===== config.mk =====
export PLATFORM = sky130hd
export DESIGN_NAME = uart_cmd_parser
export DESIGN_NICKNAME = d
export VERILOG_FILES = /design/src/rtl/uart_cmd_pkg.sv /design/src/rtl/uart_cmd_timer.sv /design/src/rtl/uart_cmd_parser.sv
export SDC_FILE = /design/constraint.sdc
export NUM_CORES = 1
export LEC_CHECK = 0
export ABC_AREA = 1
export CAP_MARGIN = 20
export CORE_ASPECT_RATIO = 1.5
export CORE_MARGIN = 2
export CORE_UTILIZATION = 45
export DETAILED_ROUTE_END_ITERATION = 8
export PLACE_DENSITY = 0.68
export SLEW_MARGIN = 5
export SYNTH_ARGS = -nofsm -noshare
export SYNTH_HDL_FRONTEND = slang
export SYNTH_SLANG_ARGS = --single-unit

===== constraint.sdc =====
create_clock -name clk -period 4.2 [get_ports clk]
set_clock_uncertainty 0.2 [all_clocks]
set_input_delay 0.63 -clock clk [delete_from_list [all_inputs] [get_ports clk]]
set_output_delay 0.63 -clock clk [all_outputs]
set_load 0.01 [all_outputs]

===== src/rtl/uart_cmd_pkg.sv =====
// -----------------------------------------------------------------------------
// uart_cmd_pkg
// Shared definitions for the UART command-frame parser:
//   - state_e            parser state encoding
//   - OPC_WR / OPC_RD    legal opcode bytes
//   - ERR_*              error reason codes reported on err_code
//   - DEFAULT_SYNC_BYTE  default frame start marker
//   - frame_csum()       checksum rule for a frame (OPC ^ ADDR ^ DATA)
// -----------------------------------------------------------------------------
package uart_cmd_pkg;

   typedef enum logic [2:0] {
      ST_IDLE = 3'd0,
      ST_OPC  = 3'd1,
      ST_ADDR = 3'd2,
      ST_DATA = 3'd3,
      ST_CSUM = 3'd4,
      ST_HOLD = 3'd5
   } state_e;

   localparam logic [7:0] OPC_WR = 8'h01;
   localparam logic [7:0] OPC_RD = 8'h02;

   localparam logic [1:0] ERR_OVERRUN = 2'd0;
   localparam logic [1:0] ERR_OPCODE  = 2'd1;
   localparam logic [1:0] ERR_CSUM    = 2'd2;
   localparam logic [1:0] ERR_TIMEOUT = 2'd3;

   localparam logic [7:0] DEFAULT_SYNC_BYTE = 8'hA5;

   function automatic logic [7:0] frame_csum(input logic [7:0] opc,
                                             input logic [7:0] addr,
                                             input logic [7:0] data);
      return opc ^ addr ^ data;
   endfunction

endpackage


===== src/rtl/uart_cmd_timer.sv =====
// -----------------------------------------------------------------------------
// uart_cmd_timer
// Inter-byte idle timer for the command parser. Counts clk cycles while
// enabled; any clear or a dropped enable returns the count to zero. The
// expiry flag is high in the cycle the count sits at TIMEOUT_CYCLES-1.
//
// Ports:
//   clk      in   system clock
//   rst      in   synchronous active-high reset
//   enable   in   count while high (parser is inside a frame)
//   clear    in   restart the count (byte received or state change)
//   expired  out  count has reached TIMEOUT_CYCLES-1 while enabled
// -----------------------------------------------------------------------------
module uart_cmd_timer #(
   parameter int unsigned TIMEOUT_CYCLES = 50000
) (
   input  logic clk,
   input  logic rst,
   input  logic enable,
   input  logic clear,
   output logic expired
);

   // TIMEOUT_CYCLES-1 always fits in clog2(TIMEOUT_CYCLES) bits.
   localparam int unsigned    CNT_W   = (TIMEOUT_CYCLES > 1) ? $clog2(TIMEOUT_CYCLES) : 1;
   localparam logic [CNT_W-1:0] CNT_MAX = CNT_W'(TIMEOUT_CYCLES - 1);

   logic [CNT_W-1:0] cnt;

   // NOTE: reset is synchronous, so it lives inside the clocked branch and the
   // sensitivity list carries only the clock edge.
   always_ff @(posedge clk) begin
      if (rst) begin
         cnt <= '0;
      end else if (clear || !enable) begin
         cnt <= '0;
      end else if (cnt != CNT_MAX) begin
         // Hold at the terminal value instead of wrapping; the parser leaves
         // the frame on expiry, so this only guards against aliasing.
         cnt <= cnt + CNT_W'(1);
      end
   end

   assign expired = enable && (cnt == CNT_MAX);

endmodule


===== src/rtl/uart_cmd_parser.sv =====
// -----------------------------------------------------------------------------
// uart_cmd_parser
// Assembles 5-byte command frames (SYNC, OPC, ADDR, DATA, CSUM) from the UART
// receiver byte stream, validates opcode and checksum, and offers the decoded
// register access to the SJA1000 bus-interface block over valid/ready.
// Bad opcodes, checksum failures, inter-byte timeouts and bytes arriving while
// a command waits are reported on err_pulse/err_code and counted in err_cnt.
//
// Parameters:
//   TIMEOUT_CYCLES  max idle clk cycles between bytes inside a frame (2..2^20)
//   SYNC_BYTE       frame start marker
//
// Ports:
//   clk            in   system clock
//   rst            in   synchronous active-high reset
//   rx_data[7:0]   in   received byte, qualified by rx_data_valid
//   rx_data_valid  in   one-cycle strobe for a new byte
//   cmd_valid      out  command pending (registered)
//   cmd_ready      in   consumer accepts the command
//   cmd_wr         out  1 = write, 0 = read
//   cmd_addr[7:0]  out  register address
//   cmd_wdata[7:0] out  write data (carried unchanged on reads)
//   err_pulse      out  one-cycle error strobe
//   err_code[1:0]  out  error reason, valid with err_pulse
//   err_cnt[7:0]   out  saturating error count
// -----------------------------------------------------------------------------
module uart_cmd_parser
   import uart_cmd_pkg::*;
#(
   parameter int unsigned TIMEOUT_CYCLES = 50000,
   parameter logic [7:0]  SYNC_BYTE      = DEFAULT_SYNC_BYTE
) (
   input  logic       clk,
   input  logic       rst,
   input  logic [7:0] rx_data,
   input  logic       rx_data_valid,
   output logic       cmd_valid,
   input  logic       cmd_ready,
   output logic       cmd_wr,
   output logic [7:0] cmd_addr,
   output logic [7:0] cmd_wdata,
   output logic       err_pulse,
   output logic [1:0] err_code,
   output logic [7:0] err_cnt
);

   state_e     state;
   state_e     state_nxt;

   logic       err_set;
   logic [1:0] err_code_nxt;
   logic       ld_wr;
   logic       ld_addr;
   logic       ld_data;

   logic       in_frame;
   logic       tmr_clear;
   logic       tmr_expired;
   logic [7:0] csum_exp;
   logic       is_sync;
   logic       is_opcode;

   assign is_sync   = (rx_data == SYNC_BYTE);
   assign is_opcode = (rx_data == OPC_WR) || (rx_data == OPC_RD);

   // Only two opcodes are legal, so the latched direction bit recovers the
   // opcode byte and no separate OPC register is needed for the checksum.
   assign csum_exp = frame_csum(cmd_wr ? OPC_WR : OPC_RD, cmd_addr, cmd_wdata);

   // The timer runs only while collecting frame bytes; HOLD is not timed.
   assign in_frame  = (state == ST_OPC) || (state == ST_ADDR) ||
                      (state == ST_DATA) || (state == ST_CSUM);
   assign tmr_clear = rx_data_valid || (state_nxt != state);

   uart_cmd_timer #(
      .TIMEOUT_CYCLES (TIMEOUT_CYCLES)
   ) u_timer (
      .clk     (clk),
      .rst     (rst),
      .enable  (in_frame),
      .clear   (tmr_clear),
      .expired (tmr_expired)
   );

   // ---------------------------------------------------------------------------
   // Next-state and load decode
   // ---------------------------------------------------------------------------
   // NOTE: every signal assigned in this block gets a default first, so no path
   // leaves one unassigned and no latch is inferred.
   always_comb begin
      state_nxt    = state;
      err_set      = 1'b0;
      err_code_nxt = ERR_OVERRUN;
      ld_wr        = 1'b0;
      ld_addr      = 1'b0;
      ld_data      = 1'b0;

      case (state)
         ST_IDLE: begin
            // Anything but the marker is line noise and is dropped silently.
            if (rx_data_valid && is_sync) state_nxt = ST_OPC;
         end

         ST_OPC: begin
            if (rx_data_valid) begin
               if (is_opcode) begin
                  ld_wr     = 1'b1;
                  state_nxt = ST_ADDR;
               end else begin
                  // A repeated sync byte lands here too: no resynchronisation.
                  err_set      = 1'b1;
                  err_code_nxt = ERR_OPCODE;
                  state_nxt    = ST_IDLE;
               end
            end
         end

         ST_ADDR: begin
            if (rx_data_valid) begin
               ld_addr   = 1'b1;
               state_nxt = ST_DATA;
            end
         end

         ST_DATA: begin
            if (rx_data_valid) begin
               ld_data   = 1'b1;
               state_nxt = ST_CSUM;
            end
         end

         ST_CSUM: begin
            if (rx_data_valid) begin
               if (rx_data == csum_exp) begin
                  state_nxt = ST_HOLD;
               end else begin
                  err_set      = 1'b1;
                  err_code_nxt = ERR_CSUM;
                  state_nxt    = ST_IDLE;
               end
            end
         end

         ST_HOLD: begin
            if (cmd_ready) begin
               // Handshake completes; a byte in this same cycle is judged as
               // an IDLE byte so a sync starts the next frame immediately.
               state_nxt = (rx_data_valid && is_sync) ? ST_OPC : ST_IDLE;
            end else if (rx_data_valid) begin
               err_set      = 1'b1;
               err_code_nxt = ERR_OVERRUN;
            end
         end

         default: begin
            state_nxt = ST_IDLE;
         end
      endcase

      // Expiry only matters in a cycle with no byte: a byte in the expiry
      // cycle takes precedence and is processed by the case above.
      if (in_frame && tmr_expired && !rx_data_valid) begin
         err_set      = 1'b1;
         err_code_nxt = ERR_TIMEOUT;
         state_nxt    = ST_IDLE;
      end
   end

   // ---------------------------------------------------------------------------
   // State, field and error registers
   // ---------------------------------------------------------------------------
   // NOTE: clocked state uses non-blocking assignments so every register here
   // samples pre-edge values regardless of statement order.
   always_ff @(posedge clk) begin
      if (rst) begin
         state     <= ST_IDLE;
         cmd_valid <= 1'b0;
         cmd_wr    <= 1'b0;
         cmd_addr  <= 8'h00;
         cmd_wdata <= 8'h00;
         err_pulse <= 1'b0;
         err_code  <= ERR_OVERRUN;
         err_cnt   <= 8'h00;
      end else begin
         state     <= state_nxt;
         // Registered copy of "next state is HOLD" keeps cmd_valid glitch-free.
         cmd_valid <= (state_nxt == ST_HOLD);

         // Fields load only in the frame-collection states, never in HOLD, so
         // they stay stable for as long as cmd_valid is high.
         if (ld_wr)   cmd_wr    <= (rx_data == OPC_WR);
         if (ld_addr) cmd_addr  <= rx_data;
         if (ld_data) cmd_wdata <= rx_data;

         err_pulse <= err_set;
         if (err_set) begin
            err_code <= err_code_nxt;
            if (err_cnt != 8'hFF) err_cnt <= err_cnt + 8'd1;
         end
      end
   end

endmodule

==> impl_metrics.sql, run 1 <==
INSERT INTO impl_metrics (metric_group, metric, value, unit) VALUES
('placed_design', 'dp_slack', '1.00', 'ns'),
('power', 'share_clk_of_total_power', '33.0', '%'),
('clocking', 'clock-root-buffer', 'sky130_fd_sc_hd__clkbuf_8', ''),
('detailed_routing', 'wl_per_cell', '12.0', 'µm'),
('final_layout', 'nets', '448', ''),
('synthesis', 'synthesis.instances', '393', ''),
('worst_setup_path', 'ff2ff_path_depth', '9', ''),
('synthesis', 'synth_unique_cells', '31', ''),
('detailed_routing', 'drt-pass1-iter-count', '4', ''),
('die', 'ios', '41', ''),
('placed_design', 'globalplace.congestion', '0.889', ''),
('synthesis', 'yosys.area.top_type', 'sky130_fd_sc_hd__dfxtp_1', ''),
('die', 'die_area', '6640', 'µm²'),
('final_layout', 'n_antenna_cell', '0', ''),
('die', 'die_w', '67.2', 'µm'),
('power', 'static-leakage-power', '1.28', 'nW'),
('power', 'power.ir.vdd_worst', '0.205', 'mV'),
('placed_design', 'hpwlAfterDp', '4660', 'µm'),
('sta', 'rsz_0062_raised_after_global_routing', 'no', ''),
('synthesis', 'yosysWarningCount', '0', ''),
('sta', 'max_slew.worst_pin.slew', '0.583', 'ns'),
('sta', 'fmaxAchievable', '348', 'MHz'),
('synthesis', 'yosys.area.top_type_share', '35.6', '%'),
('clocking', 'cts_num_sinks', '48', ''),
('detailed_routing', 'route.met3.wl', '201', 'µm'),
('die', 'number_of_cell_rows', '34', ''),
('sta', 'setup_tns', '0', 'ns'),
('detailed_routing', 'via_count', '2545', ''),
('synthesis', 'synth_seq_area_share', '35.6', '%'),
('synthesis', 'post_synth_instance_area', '2700', 'µm²'),
('worst_setup_path', 'timing.critical_path.from_type', 'input pin', ''),
('final_layout', 'areaGrowthSynthToFinish', '19.4', '%'),
('sta', 'final_setup_violation_count', '0', ''),
('sta', 'report.final.hold_viol_count', '0', ''),
('run', 'cap_violations', '0', ''),
('global_route', 'global_route.usage.total', '19.5', '%'),
('detailed_routing', 'drt_wl_total', '6040', 'µm'),
('detailed_routing', 'drt_iter0_drcs', '140', ''),
('detailed_routing', 'route.top_layer_used', 'met4', ''),
('power', 'powerDensity', '232', 'nW/µm²'),
('global_route', 'grt_max_degree', '24', ''),
('global_route', 'via_count_of_the_first_global_routing_pass', '2330', ''),
('power', 'power.net_switching', '0.165', 'mW'),
('min_path', 'hold_path_depth', '2', ''),
('global_route', 'grt_overflow_total', '0', ''),
('final_layout', 'final_util', '55.7', '%'),
('die', 'initial_util', '46.6', '%'),
('sta', 'timing.final.crit_period', '2.87', 'ns'),
('power', 'comb_power_share', '6.0', '%'),
('clocking', 'post_cts_resize_count', '0', ''),
('power', 'sw_frac_of_total', '22.2', '%'),
('detailed_routing', 'detail_route_antenna_nets', '0', ''),
('clocking', 'cts_buffers', '5', ''),
('placed_design', 'port_buffers', '40', ''),
('sta', 'post_route_setup_slack', '1.33', 'ns'),
('sta', 'finalMaxSlewViolations', '0', ''),
('synthesis', 'postSynth.asyncResetShare', '0', '%'),
('die', 'core_region_area', '5790', 'µm²'),
('run_status', 'status', 'finished clean', ''),
('power', 'sequentialPowerShare', '61.0', '%'),
('synthesis', 'synth_enable_flop_cells', '0', ''),
('global_route', 'wire_length_of_the_first_global_routing_pass', '10100', 'µm'),
('global_route', 'initial_antenna_violation_count', '0', ''),
('synthesis', 'syn-mean-instance-area', '6.86', 'µm²'),
('worst_setup_path', 'cp-end-kind', 'flop', ''),
('clocking', 'cts-hold-fix-buffers', '0', ''),
('clocking', 'clk_pin_slew', '0.08', 'ns'),
('synthesis', 'synthTopCellsByArea', 'sky130_fd_sc_hd__dfxtp_1, sky130_fd_sc_hd__nand2_1, sky130_fd_sc_hd__inv_1', ''),
('detailed_routing', 'detail_route.wirelength.met1', '2540', 'µm'),
('sta', 'finalCritPeriodShare', '68.4', '%'),
('die', 'floorplan_die_height', '98.8', 'µm');
-- per-stage QoR --
step | area, µm² | instances | power, mW | hold slack (ns)
after floorplan | 2700 | 393 | 0.491 | 0.300
after global placement | 3150 | 499 | 0.510 | 0.277
after detailed placement | 3150 | 499 | 0.511 | 0.287
after CTS | 3220 | 504 | 0.753 | 0.300
after global routing | 3220 | 504 | 0.777 | 0.321
final | 3220 | 504 | 0.747 | 0.293
-- cell usage after synthesis, types with 4 or more instances --
| cell | number |
|---|---|
| sky130_fd_sc_hd__nand3b_1 | 5 |
| sky130_fd_sc_hd__nand2_1 | 105 |
| sky130_fd_sc_hd__nor2_1 | 41 |
| sky130_fd_sc_hd__nand4_1 | 7 |
| sky130_fd_sc_hd__xor2_1 | 16 |
| sky130_fd_sc_hd__dfxtp_1 | 48 |
| sky130_fd_sc_hd__o21ai_0 | 20 |
| sky130_fd_sc_hd__nor3_1 | 8 |
| sky130_fd_sc_hd__nor2_4 | 11 |
| sky130_fd_sc_hd__a21oi_1 | 24 |
| sky130_fd_sc_hd__clkbuf_1 | 4 |
| sky130_fd_sc_hd__nand3_1 | 29 |
| sky130_fd_sc_hd__inv_1 | 48 |
-- per-layer routing --
metal  vias to the layer above  track usage (%)
met2                        42             35.2
met5                         -                0
li1                       1330                -
met4                         0             7.38
met3                        12             3.54
met1                      1161             21.8
-- worst max-delay path, stage by stage --
cell	delay, ns
sky130_fd_sc_hd__clkdlybuf4s50_1	0.74
sky130_fd_sc_hd__nand2_1	0.15
sky130_fd_sc_hd__inv_1	0.09
sky130_fd_sc_hd__nand2_1	0.23
sky130_fd_sc_hd__inv_1	0.21
sky130_fd_sc_hd__nor2_1	0.07
sky130_fd_sc_hd__nand2_1	0.11
sky130_fd_sc_hd__nand2_1	0.06
sky130_fd_sc_hd__nand2_1	0.10
sky130_fd_sc_hd__nand3_4	0.31
sky130_fd_sc_hd__nor2_1	0.18
-- kinds of logic after synthesis --
| family | share of synthesized area, % |
|---|---|
| and+or+nand+nor | 38.7 |
| buffers and inverters | 8.72 |
| AOI/OAI and AO/OA | 9.83 |
| DFF | 35.6 |
| xor gates and xnor gates | 6.17 |
| adders and majority gates | 0.927 |
-- power by group through the flow --
| stage | sequential [mW] | clock [mW] | combinational, mW |
|---|---|---|---|
| after CTS | 0.455 | 0.253 | 0.0449 |
| after global routing | 0.455 | 0.272 | 0.0502 |
| final | 0.455 | 0.247 | 0.0448 |
| after global placement | 0.466 | 0 | 0.0444 |
| after detailed placement | 0.466 | 0 | 0.0447 |
| after floorplan | 0.466 | 0 | 0.0248 |
-- placed cells by master, fill, tap and decap left out, types with 3 or more instances in the layout --
cell type                         netlist  routed
sky130_fd_sc_hd__nand3_1               29      29
sky130_fd_sc_hd__inv_2                  3       3
sky130_fd_sc_hd__nand3b_1               5       5
sky130_fd_sc_hd__nand4_1                7       7
sky130_fd_sc_hd__nor3_1                 8       8
sky130_fd_sc_hd__o21ai_0               20      20
sky130_fd_sc_hd__clkbuf_8               0       5
sky130_fd_sc_hd__clkdlybuf4s50_1        0      40
sky130_fd_sc_hd__nand2_1              105     105
sky130_fd_sc_hd__dfxtp_1               48      48
sky130_fd_sc_hd__xnor2_1                3       3
sky130_fd_sc_hd__nor2_4                11      11
sky130_fd_sc_hd__inv_1                 48      48
sky130_fd_sc_hd__a21oi_1               24      24
sky130_fd_sc_hd__nand3_2                3       3
sky130_fd_sc_hd__nor2_1                41      41
sky130_fd_sc_hd__xor2_1                16      16
-- layout make-up --
type                            instances  area [µm²]
Inverter                               51         191
Timing Repair Buffer                   41         408
Clock buffer                            5        68.8
Sequential cell                        48         961
Tap cell                               72        90.1
Fill cell                             598        2560
Multi-Input combinational cell        287        1500
-- registers in the layout (all words and copies together), names as in the netlist --
register	cells
u_timer.cnt	16
err_code	2
err_cnt	8
err_pulse	1
cmd_valid	1
cmd_wr	1
cmd_wdata	8
state	3
cmd_addr	8
-- worst paths after layout --
| path | slack, ns | end | from |
|---|---|---|---|
| hold reg to reg | 0.29 | cmd_addr[2]$_SDFFE_PP0P_ | cmd_addr[2]$_SDFFE_PP0P_ |
| setup / recovery | 1.33 | u_timer.cnt[1]$_SDFFE_PP0P_ | rx_data_valid |
| hold / removal | 0.29 | cmd_addr[2]$_SDFFE_PP0P_ | cmd_addr[2]$_SDFFE_PP0P_ |
| setup reg to reg | 1.85 | u_timer.cnt[1]$_SDFFE_PP0P_ | u_timer.cnt[9]$_SDFFE_PP0P_ |
(Power assumes the default switching activity.)
==> inputs of run 2 (changes only) <==
==> constraint.sdc (replaced) <==
create_clock -name clk -period 2.7 [get_ports clk]
set_clock_uncertainty 0.2 [all_clocks]
set_input_delay 0.405 -clock clk [delete_from_list [all_inputs] [get_ports clk]]
set_output_delay 0.405 -clock clk [all_outputs]
set_load 0.01 [all_outputs]
==> impl_metrics.sql, run 2 (synthesized netlist as in run 1, its figures left out) <==
INSERT INTO impl_metrics (metric_group, metric, value, unit) VALUES
('run_status', 'status', 'finished clean', ''),
('clocking', 'h-tree-depth', '2', ''),
('global_route', 'global_route.usage.total', '19.7', '%'),
('placed_design', 'globalplace.congestion', '0.871', ''),
('sta', 'fmaxAchievable', '427', 'MHz'),
('worst_setup_path', 'crit_path_max_fanout', '7', ''),
('sta', 'setup_tns', '0', 'ns'),
('clocking', 'clock_insertion_delay_worst_skew', '0.30', 'ns'),
('sta', 'relSlewSlack', '60.3', '%'),
('min_path', 'worstHoldPathType', 'reg2reg', ''),
('sta', 'finalCritPeriodShare', '86.8', '%'),
('final_layout', 'layout.cells.most_common', 'sky130_fd_sc_hd__nand2_1', ''),
('sta', 'post_route_setup_slack', '0.358', 'ns'),
('die', 'floorplan_die_height', '98.8', 'µm'),
('placed_design', 'hpwlAfterDp', '4590', 'µm'),
('final_layout', 'nets', '454', ''),
('sta', 'report.final.hold_viol_count', '0', ''),
('global_route', 'via_count_of_the_first_global_routing_pass', '2422', ''),
('clocking', 'cts_buffers', '5', ''),
('placed_design', 'port_buffers', '40', ''),
('power', 'static-leakage-power', '1.34', 'nW'),
('placed_design', 'dp_slack', '0.0484', 'ns'),
('worst_setup_path', 'timing.critical_path.from_type', 'input pin', ''),
('worst_setup_path', 'critical-path-top-delay-family', 'simple AND/OR/NAND/NOR gates', ''),
('final_layout', 'mostFrequentLayoutCells', 'sky130_fd_sc_hd__nand2_1, sky130_fd_sc_hd__inv_1, sky130_fd_sc_hd__dfxtp_1, sky130_fd_sc_hd__nor2_1, sky130_fd_sc_hd__clkdlybuf4s50_1', ''),
('worst_setup_path', 'critical_path_class', 'in2reg', ''),
('detailed_routing', 'drt_wl_total', '5990', 'µm'),
('clocking', 'buffer_count_from_post_cts_setup_fixing', '0', ''),
('clocking', 'cts-hold-fix-buffers', '0', ''),
('final_layout', 'layout-drive-gt1-share', '8.62', '%'),
('detailed_routing', 'detail_route_antenna_nets', '0', ''),
('power', 'powerDensity', '368', 'nW/µm²'),
('detailed_routing', 'via_count', '2543', ''),
('worst_setup_path', 'timing.critical_path.arrival', '2.33', 'ns'),
('die', 'die_area', '6640', 'µm²'),
('final_layout', 'largest_register_ffs', '16', ''),
('die', 'number_of_cell_rows', '34', ''),
('global_route', 'wire_length_of_the_first_global_routing_pass', '10200', 'µm'),
('clocking', 'cts_num_sinks', '48', ''),
('detailed_routing', 'drt-pass1-iter-count', '4', ''),
('worst_setup_path', 'required', '2.69', 'ns'),
('worst_setup_path', 'critPathSlowestCell', 'sky130_fd_sc_hd__clkdlybuf4s50_1', ''),
('clocking', 'post_cts_resize_count', '0', ''),
('detailed_routing', 'drc', '0', ''),
('final_layout', 'fill_cells', '602', ''),
('sta', 'timing.final.crit_period', '2.34', 'ns'),
('final_layout', 'areaGrowthSynthToFinish', '22.9', '%'),
('clocking', 'tritoncts', 'built', ''),
('sta', 'finalMaxSlewViolations', '0', ''),
('die', 'core_region_area', '5790', 'µm²'),
('worst_setup_path', 'cp_common_cell', 'sky130_fd_sc_hd__nand2_1', ''),
('power', 'power.ir.vdd_worst', '0.336', 'mV'),
('worst_setup_path', 'critPathBufInv', '3', ''),
('sta', 'timing.hold.ws', '0.286', 'ns'),
('final_layout', 'n_antenna_cell', '0', ''),
('clocking', 'clock-root-buffer', 'sky130_fd_sc_hd__clkbuf_8', ''),
('final_layout', 'regMostFlops', 'u_timer.cnt', ''),
('sta', 'rsz_0062_raised_after_global_routing', 'no', ''),
('detailed_routing', 'drt_iter0_drcs', '102', ''),
('clocking', 'clk_pin_slew', '0.09', 'ns'),
('detailed_routing', 'via_per_inst', '4.96', ''),
('worst_setup_path', 'cp-end-kind', 'flop', ''),
('detailed_routing', 'wl_per_cell', '11.7', 'µm'),
('clocking', 'clock_path_buffers', '2', ''),
('die', 'ios', '41', ''),
('global_route', 'grt_overflow_total', '0', ''),
('global_route', 'grt_max_degree', '24', ''),
('sta', 'final_setup_violation_count', '0', ''),
('die', 'initial_util', '46.6', '%'),
('die', 'die_w', '67.2', 'µm'),
('worst_setup_path', 'cp_slowest_stage_delay', '0.54', 'ns'),
('sta', 'max_slew.worst_pin.slew', '0.591', 'ns'),
('worst_setup_path', 'crit_chain', 'clkdlybuf4s50_1 -> inv_1 -> nand2_1 -> nand3b_1 -> nand2_1 -> nand2_1 -> nor2_1 -> nand2_1 -> nand3_1 -> nand3_2 -> nand2_1 -> inv_1 -> nor2_1 -> nor2_1', ''),
('global_route', 'initial_antenna_violation_count', '0', ''),
('run', 'cap_violations', '0', '');
[run 2: where the power goes]
group | switching [mW] | internal (mW)
registers | 0.000480 | 0.708
logic | 0.0404 | 0.0314
clock network | 0.236 | 0.205
[run 2: worst paths after layout]
kind | from | end | slack, ns | depth (start not counted)
hold / removal | cmd_addr[2]$_SDFFE_PP0P_ | cmd_addr[2]$_SDFFE_PP0P_ | 0.29 | 2
setup reg to reg | u_timer.cnt[9]$_SDFFE_PP0P_ | u_timer.cnt[0]$_SDFFE_PP0P_ | 0.36 | 10
hold reg to reg | cmd_addr[2]$_SDFFE_PP0P_ | cmd_addr[2]$_SDFFE_PP0P_ | 0.29 | 2
setup / recovery | rx_data[6] | err_cnt[1]$_SDFFE_PP0P_ | 0.36 | 14
[run 2: per-layer routing]
metal / up-vias / GRT usage, % / share of wire, %
met1: 1137 / 21.4 / 41
met5: - / 0 / 0
met2: 48 / 34.8 / 52
met3: 12 / 4.68 / 3.7
li1: 1346 / - / -
met4: 0 / 9.26 / 2.5
[run 2: per-stage QoR]
step | power [mW] | utilization (%) | area [µm²] | cells
3_5_place_dp | 0.797 | 55.7 | 3220 | 505
5_1_grt | 1.28 | 57.3 | 3310 | 513
2_1_floorplan | 0.763 | - | 2700 | 393
4_1_cts | 1.24 | 57.3 | 3310 | 513
3_3_place_gp | 0.796 | 55.7 | 3220 | 505
6_report | 1.22 | 57.3 | 3310 | 513
[run 2: layout make-up]
| class | instances | area (µm²) | share of cell area [%] |
|---|---|---|---|
| clock inverter | 2 | 10.0 | 0.302 |
| tap | 72 | 90.1 | 2.72 |
| sequential | 48 | 961 | 29.0 |
| multi-input combinational | 287 | 1500 | 45.3 |
| inverter | 51 | 191 | 5.78 |
| timing repair buffer | 47 | 478 | 14.4 |
| clock buffer | 6 | 82.6 | 2.49 |
[run 2: worst min-delay path: stages (launching register included)]
cell and delay [ns]:
sky130_fd_sc_hd__dfxtp_1 0.33, sky130_fd_sc_hd__inv_1 0.07, sky130_fd_sc_hd__a21oi_1 0.05
